$ cat config.mk
export PLATFORM = sky130hd
export DESIGN_NAME = stopwatch_ctrl
export DESIGN_NICKNAME = d
export VERILOG_FILES = /design/src/rtl/stopwatch_ctrl.sv
export SDC_FILE = /design/constraint.sdc
export NUM_CORES = 1
export LEC_CHECK = 0
export CORE_MARGIN = 10
export CORE_UTILIZATION = 45
export DETAILED_ROUTE_END_ITERATION = 7
export SLEW_MARGIN = 20
export SYNTH_ARGS = -nofsm -noshare
export SYNTH_HDL_FRONTEND = slang
export SYNTH_SLANG_ARGS = --single-unit
export TNS_END_PERCENT = 30
$ cat constraint.sdc
create_clock -name clk -period 1.78 [get_ports clk]
set_input_delay 0.445 -clock clk [delete_from_list [all_inputs] [get_ports clk]]
set_output_delay 0.445 -clock clk [all_outputs]
set_load 0.05 [all_outputs]
$ cat src/rtl/stopwatch_ctrl.sv
// Stopwatch control sequencer.
// Conditions the start/stop, reset and lap push-buttons (synchronise,
// debounce, rising-edge detect), then runs the IDLE/RUN/PAUSE/LAP state
// machine. The machine drives the counter tick, counter clear, lap capture
// and display-hold controls of the stopwatch datapath.
module stopwatch_ctrl #(
  parameter int DEBOUNCE_CYCLES = 16,
  parameter int TICK_DIV        = 100
) (
  input  logic       clk,
  input  logic       reset_n,
  input  logic       start_stop_btn,
  input  logic       reset_btn,
  input  logic       lap_btn,
  output logic       tick_en,
  output logic       count_clr,
  output logic       lap_latch,
  output logic       display_hold,
  output logic [1:0] state
);

  typedef enum logic [1:0] {
    ST_IDLE  = 2'b00,
    ST_RUN   = 2'b01,
    ST_PAUSE = 2'b10,
    ST_LAP   = 2'b11
  } state_e;

  localparam int NUM_BTN = 3;
  localparam int BTN_SS  = 0;
  localparam int BTN_RST = 1;
  localparam int BTN_LAP = 2;

  // The debounce counter only ever holds 0..DEBOUNCE_CYCLES-1.
  localparam int DB_W = $clog2(DEBOUNCE_CYCLES + 1);
  localparam int PS_W = $clog2(TICK_DIV);

  localparam logic [DB_W-1:0] DB_LAST = DB_W'(DEBOUNCE_CYCLES - 1);
  localparam logic [PS_W-1:0] PS_LAST = PS_W'(TICK_DIV - 1);

  // ---------------------------------------------------------------------
  // Button conditioning
  // ---------------------------------------------------------------------
  logic [NUM_BTN-1:0]            btn_raw;
  logic [NUM_BTN-1:0]            sync1_q;
  logic [NUM_BTN-1:0]            sync2_q;
  logic [NUM_BTN-1:0]            db_q;
  logic [NUM_BTN-1:0]            db_d;
  logic [NUM_BTN-1:0]            db_prev_q;
  logic [NUM_BTN-1:0][DB_W-1:0]  db_cnt_q;
  logic [NUM_BTN-1:0][DB_W-1:0]  db_cnt_d;
  logic [NUM_BTN-1:0]            press;

  assign btn_raw = {lap_btn, reset_btn, start_stop_btn};

  // A debounced level flips only after DEBOUNCE_CYCLES consecutive
  // disagreeing synchronised samples; any agreeing sample restarts the count.
  always_comb begin
    for (int i = 0; i < NUM_BTN; i++) begin
      // NOTE: every always_comb output gets a default before any branch so
      // no path leaves it unassigned, which would infer a latch.
      db_d[i]     = db_q[i];
      db_cnt_d[i] = '0;
      if (sync2_q[i] != db_q[i]) begin
        if (db_cnt_q[i] == DB_LAST) begin
          db_d[i] = sync2_q[i];
        end else begin
          db_cnt_d[i] = db_cnt_q[i] + DB_W'(1);
        end
      end
    end
  end

  // Synchroniser chain, debounce state and previous debounced level.
  always_ff @(posedge clk or negedge reset_n) begin
    if (!reset_n) begin
      // NOTE: synchroniser and debounce flops are reset too, so a reset
      // mid-bounce cannot leave a half-counted press behind.
      sync1_q   <= '0;
      sync2_q   <= '0;
      db_q      <= '0;
      db_prev_q <= '0;
      db_cnt_q  <= '0;
    end else begin
      // NOTE: sequential state uses non-blocking assignments so every flop
      // samples the pre-edge value of the others (the sync chain relies on it).
      sync1_q   <= btn_raw;
      sync2_q   <= sync1_q;
      db_q      <= db_d;
      db_prev_q <= db_q;
      db_cnt_q  <= db_cnt_d;
    end
  end

  // Rising edge of the debounced level; releases produce nothing.
  assign press = db_q & ~db_prev_q;

  // ---------------------------------------------------------------------
  // Run/pause/lap state machine and tick prescaler
  // ---------------------------------------------------------------------
  state_e            state_q;
  state_e            state_d;
  logic [PS_W-1:0]   presc_q;
  logic [PS_W-1:0]   presc_d;
  logic              count_clr_q;
  logic              count_clr_d;
  logic              lap_latch_q;
  logic              lap_latch_d;
  logic              tick_en_q;
  logic              tick_en_d;
  logic              display_hold_q;
  logic              display_hold_d;
  logic              counting;

  // Next state from the single highest-priority press, plus the prescaler
  // and the registered output values that go with the new state.
  always_comb begin
    state_d     = state_q;
    count_clr_d = 1'b0;
    lap_latch_d = 1'b0;

    if (press[BTN_RST]) begin
      case (state_q)
        ST_IDLE:  count_clr_d = 1'b1;
        ST_PAUSE: begin
          state_d     = ST_IDLE;
          count_clr_d = 1'b1;
        end
        ST_LAP:   state_d = ST_RUN;
        default:  ;
      endcase
    end else if (press[BTN_SS]) begin
      case (state_q)
        ST_IDLE:  state_d = ST_RUN;
        ST_RUN:   state_d = ST_PAUSE;
        ST_LAP:   state_d = ST_PAUSE;
        ST_PAUSE: state_d = ST_RUN;
        default:  ;
      endcase
    end else if (press[BTN_LAP]) begin
      case (state_q)
        ST_RUN: begin
          state_d     = ST_LAP;
          lap_latch_d = 1'b1;
        end
        ST_LAP:  lap_latch_d = 1'b1;
        default: ;
      endcase
    end

    // The prescaler advances on edges spent in RUN/LAP, freezes in PAUSE so
    // a resume keeps the partial tick, and is zero in IDLE or on a clear.
    counting = (state_q == ST_RUN) || (state_q == ST_LAP);
    presc_d  = presc_q;
    if ((state_q == ST_IDLE) || count_clr_d) begin
      presc_d = '0;
    end else if (counting) begin
      presc_d = (presc_q == PS_LAST) ? '0 : presc_q + PS_W'(1);
    end

    tick_en_d      = ((state_d == ST_RUN) || (state_d == ST_LAP)) && (presc_d == PS_LAST);
    display_hold_d = (state_d == ST_LAP);
  end

  // State, prescaler and all outputs registered together.
  always_ff @(posedge clk or negedge reset_n) begin
    if (!reset_n) begin
      state_q        <= ST_IDLE;
      presc_q        <= '0;
      count_clr_q    <= 1'b0;
      lap_latch_q    <= 1'b0;
      tick_en_q      <= 1'b0;
      display_hold_q <= 1'b0;
    end else begin
      state_q        <= state_d;
      presc_q        <= presc_d;
      count_clr_q    <= count_clr_d;
      lap_latch_q    <= lap_latch_d;
      tick_en_q      <= tick_en_d;
      display_hold_q <= display_hold_d;
    end
  end

  assign state        = state_q;
  assign tick_en      = tick_en_q;
  assign count_clr    = count_clr_q;
  assign lap_latch    = lap_latch_q;
  assign display_hold = display_hold_q;

endmodule

# --- Yosys cells after proc, flatten, opt, wreduce, memory -nomap -nowiden ---
# Index checks and enable logic that the tools add are counted.
totals:
  wordCells: 65
  reg_bits: 40
  input_bits: 5
classes:
  eq_ne: 13
  reduce_logical: 10
  muxes: 21
  n_addsub: 4
  bitwise: 2
ops:
  columns: ["op", "count"]
  rows:
  - ["2-to-1 mux 5 bit", 6]
  - ["2-to-1 mux 7 bit", 3]
  - ["adder 5 x 1 -> 5 bit (second input constant)", 3]
  - ["equality test 5 x 4 -> 1 bit (second input constant)", 3]
  - ["equality test 7 bit (second input constant)", 2]
  - ["2-to-1 mux 2 bit", 4]
  - ["one-hot mux 2 bit (2 select lines)", 2]
  - ["adder 7 x 1 -> 7 bit (second input constant)", 1]
  - ["equality test 2 bit (second input constant)", 3]
  - ["2-to-1 mux 1 bit", 6]
  - ["AND reduction 2 bit", 3]
  - ["equality test 2 x 1 -> 1 bit (second input constant)", 2]
  - ["OR reduction 2 bit", 2]
  - ["AND 3 bit", 1]
  - ["logical OR 1 bit", 3]
  - ["inequality test 1 bit", 3]
  - ["NOT 3 bit", 1]
  - ["logical NOT 2 bit", 1]
  - ["logical AND 1 bit", 1]

# --- Depth between registers and ports, before layout ---
# Gate-level depths: netlist of run 1.
logic_depth:
  depth_word: 8
  mapped_depth: 5
  depth_no_buf: 5

# --- Worst setup path before layout of run 1 ---
# Ideal clock, no wire load.
synth_path:
  path_type: "register to register"
  start: "reg state_q[0], in the netlist state[0]"
  end: "reg tick_en_q, in the netlist tick_en"
  setup_ns: 0.101
  t_arrival_ns: 1.407
  stages_incl_launch_ff: 5
  slack_ns: 0.272
  required_ns: 1.679
  synth_period_minus_slack_ns: 1.508
  path_cell_list: "dfrtp_1 -> buf_2 -> o21ai_2 -> o21a_4 -> nor4_1"
synth_between:
  elab_chain_len: 8
synth_lines:
  columns: ["item", "line_no", "text"]
  rows:
  - ["start: declaration", "101", "state_e state_q;"]
  - ["start signal: assignment", "175", "state_q <= state_d;"]
  - ["equality test 2 bit, or another cell as far along", "123, 133", null]
  - ["OR reduction 2 bit (no line) / 2-to-1 mux 2 bit (equally long branches)", null, null]
  - ["2-to-1 mux 1 bit, or another cell as far along", "123", "case (state_q)"]
  - ["2-to-1 mux 1 bit / 2-to-1 mux 2 bit (equally long branches)", "122, 132", null]
  - ["logical OR 1 bit / 2-to-1 mux 2 bit (equally long branches)", "155, 122", null]
  - ["2-to-1 mux 7 bit, or another cell as far along", "155", "if ((state_q == ST_IDLE) || count_clr_d) begin"]
  - ["equality test 7 bit / logical OR 1 bit (equally long branches)", "161", "tick_en_d = ((state_d == ST_RUN) || (state_d == ST_LAP)) && (presc_d == PS_LAST);"]
  - ["logical AND 1 bit *", "161", null]
  - ["net tick_en_d", "110", "logic tick_en_d;"]
  - ["end signal: assignment", "179", "tick_en_q <= tick_en_d;"]
  - ["end: declaration", "109", "logic tick_en_q;"]
# Mark *: on every way through the listed nets, which the timed path passes. The rest lies on a longest branch.
# A chain may end at the register's enable or synchronous reset.

# --- Worst setup path in the final report of run 1 ---
layout_path:
  start: "reg state_q[0], in the netlist state[0]"
  end: "out state[0]"
layout_lines:
  columns: ["item", "line_no", "text"]
  rows:
  - ["end: declaration", "19", "output logic [1:0] state"]
# No word-level cell between the ends.

==> results of run 1 <==
[path summary, 6_finish.rpt]
path	startpoint	endpoint	slack (ps)
worst max-delay path	state[0]	state[0]	190
worst min-delay path	reset_n	presc_q[1]	110
worst max register to register	presc_q[0]	tick_en	240
worst min register to register	sync1_q[0]	sync2_q[0]	370
max in group asynchronous	reset_n	sync2_q[1]	1320
min in group clk	sync1_q[0]	sync2_q[0]	370
[flip-flops by register name (all words and copies together), names as in the netlist]
| name | count |
|---|---|
| count_clr | 1 |
| db_cnt_q | 15 |
| db_prev_q | 3 |
| db_q | 3 |
| display_hold | 1 |
| lap_latch | 1 |
| presc_q | 7 |
| state | 2 |
| sync1_q | 3 |
| sync2_q | 3 |
| tick_en | 1 |
[power groups by stage]
stage / combinational [µW] / clock (µW) / sequential [µW]
finish: 70.3 / 485 / 949
global route: 82.0 / 530 / 953
CTS: 72.7 / 496 / 949
detailed placement: 72.5 / 0 / 967
global placement: 70.7 / 0 / 965
floorplan: 32.8 / 0 / 965
[cells in the final DEF (no fill, tap or decap)]
master,n
nor3b_1,1
nor3_1,1
xor2_1,12
ha_1,4
nor2_1,20
or4b_1,1
buf_12,2
and2_1,5
a21oi_1,2
dfrtp_1,40
nor4_1,1
o221ai_1,1
clkbuf_4,5
nand4_1,2
mux2_2,3
o21ai_0,4
buf_2,1
a211oi_1,1
o21a_4,1
o21ai_2,1
clkbuf_8,1
and3_1,4
xnor2_1,5
a32o_1,1
nor2b_1,3
nor4b_1,1
and4_1,1
inv_1,1
nand2b_1,4
clkdlybuf4s50_1,3
nand2_1,6
nand3_1,8
clkinv_2,2
buf_4,7
[worst max-delay path: stages (launching register included)]
cell and delay (ps):
dfrtp_1 440, buf_4 190, buf_12 150
[cells by family after synthesis]
group	share of synthesized area, %
mux	2.07
fa+ha+maj	3.06
xor+xnor	9.10
buf+inv	1.53
flops	61.2
simple gates	18.1
compound gates	4.90
[metrics by stage]
step	area (µm²)	power, µW
2_1_floorplan	1640	998
3_3_place_gp	1800	1040
3_5_place_dp	1800	1040
4_1_cts	1860	1520
5_1_grt	1860	1570
6_report	1860	1500
[cell type report]
type / instances / area, µm²
fill: 310 / 1560
clock buffer: 6 / 51.3
clock inverter: 2 / 10.0
tap: 46 / 57.6
inverter: 1 / 3.75
timing repair buffer: 13 / 128
multi-input combinational: 93 / 609
sequential: 40 / 1000
[layer usage]
| layer | wire length, µm | vias up | global-route usage, % |
|---|---|---|---|
| li1 | - | 494 | - |
| met1 | 1270 | 484 | 11.5 |
| met2 | 1170 | 14 | 13.2 |
| met3 | 103 | 6 | 3.23 |
| met4 | 57 | 0 | 4.93 |
| met5 | 0 | - | 0 |
==> impl_metrics.ini, run 1 <==
[status]
outcome = finished clean

[cts]
cts_max_level = 2
root_buffer = clkbuf_4
postCtsHoldBufs = 0
cts_resized = 0
post_cts_buffers = 0
clock_path_buffers = 2
tritoncts = yes
path_clk_slew_ps = 130
numCtsBuffers = 5
clk_latency_ps = 360
clock-sinks = 40

[critical_path]
rr_worst_depth = 5
crit_type = register to output pin
cp.required_ps = 1330
crit_arrival_ps = 1150
startpoint_type = register
worstPathMaxFanout = 6
critPathCaptureType = output pin

[timing]
finalClockSkew_ps = 14.8
finalSetupViolCount = 0
max_slew_margin_pct = 68.1
report.final.slew_viol_count = 0
period_share_pct = 89.3
finalHoldViolations = 0
fin_ws_ps = 190
fin_tns_setup_ps = 0
holdWs_ps = 115
rsz0062_at_grt = false
period_needed_ps = 1590
tightest_slew_ps = 478
fmax_ghz = 0.629

[routing]
post_drt_wl_per_cell_um = 13.0
drt_wl_total_mm = 2.60
dr.pass1.iters = 4
drtAntennaViolNets = 0
drc = 0
vias = 998
via_per_inst = 4.97
drt-initial-drc-count = 52

[power_and_ir_drop]
clock_power_share_pct = 32.2
comb_power_share_pct = 4.7
power_leakage_uw = 0.000898
ir_drop_uv = 456
intPower_uw = 1150
seqPwrFrac_pct = 63.1
cellPowerDensity_nw_per_um2 = 808
p_sw_share_pct = 23.5
switchingPower_uw = 353

[logic_synthesis]
avgSynthCellArea_um2 = 11.9
syn_area_um2 = 1640
synth_warnings = 0
yosysMostFrequentCell = dfrtp_1
syn-num-nets = 146
synth_ff_type = dfrtp_1
ys_types = 29
synth.area.top_cells = dfrtp_1, xor2_1, nor2_1
post-synth-top-area-cell = dfrtp_1
ys_seq_area_share_pct = 61.2
synth.top_cell.area_share_pct = 61.2
async_reset_ff_share_pct = 100
ys_ff_latch = 40
synth_edf_count = 0
netlist_instances = 137
netlist_top_cells_count = dfrtp_1, nor2_1, xor2_1, nand3_1, nand2_1

[global_routing]
grt_use_total_pct = 9.12
antenna_found_initial = 0
grt_pass1_vias = 1040
grt_max_degree = 41
globalRoute.totalOverflow = 0
grt_pass1_wl_mm = 4.62

[placement]
dp.cells = 193
dp_hpwl_mm = 1.78
gp_congestion = 0.819
port_buffers = 10
place_ws_ps = 281

[cells_and_area]
final_util_pct = 54.5
layout.cells.non_filler = 201
final_nets = 163
final_layout_size_suffix_gt1_share_pct = 14.8
diodes = 0
area_growth_pct = 13.8

[floorplan]
dieWidth_um = 80.3
io-pin-count = 11
die_area_um2 = 6450
num_rows = 21
start_util_pct = 47.9
core-area_um2 = 3420
die_h_um = 80.3

[job]
drv_cap = 0

[hold_path]
hp-class = input port to async pin
No activity file was read; power rests on OpenSTA's default activity.
==> run 2, diff against run 1 <==
--- a/config.mk
+++ b/config.mk
@@ -5,6 +5,7 @@
 export SDC_FILE = /design/constraint.sdc
 export NUM_CORES = 1
 export LEC_CHECK = 0
+export CORE_ASPECT_RATIO = 0.7
 export CORE_MARGIN = 10
 export CORE_UTILIZATION = 45
 export DETAILED_ROUTE_END_ITERATION = 7
==> run 2 against run 1 <==
  * Flip-flop and latch count stayed put
  * Non-clock buffer count is 1 lower
  * Die area is 0.59% higher
  * Count of clock-buffer cells in the layout is 2 higher
  * Routed wire length hardly changed
  * Utilization is 0.41 points lower
  * Fmax is 4.8% lower
  * Final area is 2.1% higher
  * Final cell count is 1.5% higher
  * Critical endpoint unchanged
  * Highest routed layer unchanged
==> impl_metrics.ini, run 2 (synthesis results as in run 1) <==
[placement]
dp_hpwl_mm = 1.91
place_ws_ps = 274
dp.cells = 196
place_area_um2 = 1810
port_buffers = 10
gp_congestion = 0.911

[routing]
drtAntennaViolNets = 0
dr.pass1.iters = 4
drt_wl_total_mm = 2.60
drc = 0
wl_met1_mm = 1.36
vias = 982
top_layer_used = met4
post_drt_wl_per_cell_um = 12.8
dr_wl_met2_mm = 1.11
via_per_inst = 4.81
drt-initial-drc-count = 113
met3_length_um = 113

[cells_and_area]
final_nets = 162
fill_cells = 324
final_util_pct = 54.1
layout_common_cells = dfrtp_1, nor2_1, xor2_1
layout_commonest_cell = dfrtp_1
final_layout_size_suffix_gt1_share_pct = 13.0
layout.cells.non_filler = 204
area_growth_pct = 16.1
post-route-cell-area_um2 = 1900
diodes = 0
regMostFlops = db_cnt_q
top_regs = db_cnt_q (15), presc_q (7)
largest_reg_flops = 15

[floorplan]
core-area_um2 = 3510
io-pin-count = 11
start_util_pct = 46.5
dieWidth_um = 92.1
die_area_um2 = 6480
die_h_um = 70.4
num_rows = 18

[global_routing]
grt_pass1_wl_mm = 4.63
globalRoute.totalOverflow = 0
grt_max_degree = 22
grt_pass1_vias = 1017
antenna_found_initial = 0
grt_use_total_pct = 8.90

[timing]
max_slew_margin_pct = 69.2
period_needed_ps = 1670
report.final.slew_viol_count = 0
tightest_slew_ps = 462
fin_tns_setup_ps = 0
fmax_ghz = 0.599
fin_ws_ps = 109
finalSetupViolCount = 0
period_share_pct = 93.9
rsz0062_at_grt = false
finalClockSkew_ps = 6.96
finalHoldViolations = 0

[cts]
tritoncts = yes
cts_resized = 0
root_buffer = clkbuf_8
clock-sinks = 40
clk_latency_ps = 280
clock_path_buffers = 2
post_cts_buffers = 0
cts_max_level = 2
numCtsBuffers = 5
path_clk_slew_ps = 70
postCtsHoldBufs = 0

[power_and_ir_drop]
clock_power_share_pct = 36.4
comb_power_share_pct = 4.5
ir_drop_uv = 432
power_leakage_uw = 0.000905
seqPwrFrac_pct = 59.1
p_sw_share_pct = 20.4
intPower_uw = 1280
cellPowerDensity_nw_per_um2 = 847
switchingPower_uw = 328

[critical_path]
cp.required_ps = 1330
worstPathMaxFanout = 14
crit_arrival_ps = 1230
crit_type = register to output pin
startpoint_type = register
rr_worst_depth = 5
r2r_start = presc_q[0]
startpoint = state[0]
critPathCaptureType = output pin

[status]
outcome = finished clean

[job]
drv_cap = 0

[hold_path]
hp-class = input port to async pin
## run 2: cell types whose count changed in the layout (fill, tap and decap cells not counted), sizes merged
cell    delta
clkinv     -2
buf        -1
clkbuf     +2
## run 2: critical path: stages, from the launching register on
cell     delay [ps]
dfrtp_1         580
buf_4           220
buf_12          130
## run 2: per-stage QoR
| stage | hold slack [ps] | power, µW |
|---|---|---|
| floorplan | 149 | 998 |
| global placement | 337 | 1040 |
| detailed placement | 344 | 1040 |
| CTS | 111 | 1640 |
| global route | 125 | 1700 |
| finish | 102 | 1610 |
## run 2: per-layer routing
metal  vias up  track usage, %
met4         0            3.07
met1       462            11.8
met2        15            12.0
li1        501               -
met3         4            4.59
met5         -               0
## run 2: area by class of cell
type,instances,area (µm²),area share [%]
flip-flops and latches,40,1000,52.7
multi-input cells,93,609,32.1
repair buffers,12,133,6.98
clock buffers,8,90.1,4.74
well taps,50,62.6,3.29
inverters,1,3.75,0.198
## run 2: power by group through the flow
stage,registers (µW),clock network (µW),logic [µW]
global placement,966,0,72.1
detailed placement,967,0,75.1
finish,950,586,72.2
floorplan,965,0,32.8
CTS,950,614,75.0
global route,952,667,84.8
## run 2: path summary, 6_finish.rpt
check | end | slack, ps
worst max-delay path | state[0] | 110
worst min-delay path | db_cnt_q[13] | 100
worst max register to register | tick_en | 240
worst min register to register | sync2_q[0] | 350
max in group asynchronous | db_cnt_q[4] | 1210
min in group clk | sync2_q[0] | 350
==> run 3, diff against run 2 <==
--- a/config.mk
+++ b/config.mk
@@ -9,6 +9,7 @@
 export CORE_MARGIN = 10
 export CORE_UTILIZATION = 45
 export DETAILED_ROUTE_END_ITERATION = 7
+export PLACE_DENSITY = 0.66
 export SLEW_MARGIN = 20
 export SYNTH_ARGS = -nofsm -noshare
 export SYNTH_HDL_FRONTEND = slang
==> constraint.sdc (replaced) <==
create_clock -name clk -period 1.5 [get_ports clk]
set_input_delay 0.375 -clock clk [delete_from_list [all_inputs] [get_ports clk]]
set_output_delay 0.375 -clock clk [all_outputs]
set_load 0.05 [all_outputs]
==> run 3 against run 2 <==
  * Routed wire length up 8.5%
  * Combinational power up 25%
  * Total power up 15%
  * Flip-flop and latch count unchanged
  * Final area up 6.9%
  * Setup slack worse by 63 ps
  * Global-route usage up 0.20 points
  * First-iteration DRC count down 35%
  * Critical endpoint is now tick_en
  * Sequential power up 19%
  * Clock skew down 3.1 ps
  * Register-to-register slack worse by 190 ps
  * Final cell count up 3.9%
==> impl_metrics.ini, run 3 (synthesis results as in run 1) <==
[status]
outcome = finished clean

[global_routing]
grt_pass1_wl_mm = 4.78
grt_pass1_vias = 1107
grt_use_total_pct = 9.10
grt_max_degree = 18
antenna_found_initial = 0
globalRoute.totalOverflow = 0

[placement]
port_buffers = 10
gp_congestion = 0.795
place_area_um2 = 1890
dp_hpwl_mm = 2.05

[routing]
drt-initial-drc-count = 73
dr.pass1.iters = 4
drt_wl_total_mm = 2.82
vias = 1074
drtAntennaViolNets = 0
drc = 0
post_drt_wl_per_cell_um = 13.3
via_per_inst = 5.07

[floorplan]
num_rows = 18
dieWidth_um = 92.1
core-area_um2 = 3510
io-pin-count = 11
die_h_um = 70.4
die_area_um2 = 6480
start_util_pct = 46.5

[timing]
tightest_slew_ps = 364
period_share_pct = 96.9
period_needed_ps = 1450
report.final.slew_viol_count = 0
rsz0062_at_grt = true
finalClockSkew_ps = 3.90
max_slew_margin_pct = 75.5
holdWs_ps = 352
finalHoldViolations = 0
finalSetupViolCount = 0
fmax_ghz = 0.688

[cells_and_area]
final_layout_size_suffix_gt1_share_pct = 22.2
final_util_pct = 57.8
diodes = 0
post-route-cell-area_um2 = 2030
top_regs = db_cnt_q (15), presc_q (7)
final_nets = 171
layout_common_cells = dfrtp_1, nor2_1, xor2_1
area_growth_pct = 24.1
regMostFlops = db_cnt_q
layout_commonest_cell = dfrtp_1
largest_reg_flops = 15

[power_and_ir_drop]
ir_drop_uv = 706
power_leakage_uw = 0.000953
cellPowerDensity_nw_per_um2 = 914

[critical_path]
rr_worst_depth = 5
worstSetupEndpoint = tick_en
timing.rr.end = tick_en
cp.required_ps = 1680
startpoint_type = register
crit_type = register to register
startpoint = presc_q[1]
r2r_slack_ps = 50
crit_arrival_ps = 1640
critPathCaptureType = register
r2r_start = presc_q[1]
worstPathMaxFanout = 4

[job]
drv_cap = 0

[cts]
clock-sinks = 40
cts_max_level = 2
root_buffer = clkbuf_8
tritoncts = yes
path_clk_slew_ps = 70
clk_latency_ps = 280
clock_path_buffers = 2
numCtsBuffers = 5

[hold_path]
hp-class = register to register
## run 3: cell count changes in the layout (fill, tap and decap cells not counted), moves of 2 or more
cell / before / now
buf_4: 5 / 9
dfrtp_2: 0 / 2
buf_12: 3 / 6
dfrtp_1: 40 / 38
## run 3: cell type report
cell class / instances / area (µm²)
tap: 50 / 62.6
sequential: 40 / 1000
timing repair buffer: 21 / 238
fill: 308 / 1480
inverter: 1 / 3.75
multi-input combinational: 93 / 644
clock buffer: 6 / 72.6
clock inverter: 1 / 5.00
## run 3: per-stage QoR
stage	power (µW)	cells	TNS (ps)	setup slack, ps
after floorplan	1180	137	0	88.1
after global placement	1230	201	0	85.6
after detailed placement	1240	201	0	33.8
after CTS	1880	209	0	11.9
after global routing	1950	212	-67.8	-67.8
final	1860	212	0	46.6
## run 3: power breakdown
part / internal (µW) / switching [µW] / total (µW)
Combinational: 40.6 / 49.8 / 90.4
Clock: 315 / 323 / 638
Sequential: 1110 / 19.5 / 1130
## run 3: per-layer routing
| metal | global-route usage (%) | share of wire [%] | vias up |
|---|---|---|---|
| met1 | 10.8 | 45 | 540 |
| met5 | 0 | 0 | - |
| met2 | 14.0 | 48 | 19 |
| met4 | 4.61 | 1.9 | 0 |
| met3 | 3.52 | 5.0 | 7 |
| li1 | - | - | 508 |
## run 3: critical path, cell delays in order, from the launching register on
cell,delay (ps)
dfrtp_1,440
ha_4,200
xnor2_1,140
and3_1,170
o221ai_1,120
nor4_1,280
## run 3: worst min path at each step
stage,start,endpoint,cells past startpoint
final,sync1_q[1],sync2_q[1],0
after global routing,sync1_q[0],sync2_q[0],0
after CTS,sync1_q[1],sync2_q[1],0
after detailed placement,reset_n,count_clr,1
after global placement,reset_n,tick_en,1
after floorplan,reset_n,count_clr,0
## run 3: what timing repair did
action	4_1_cts	5_1_grt
endpoints found under the setup margin	0	7
hold buffers	1	0
hold endpoints to repair	15	0
gates resized for setup	0	9
setup buffers	0	3
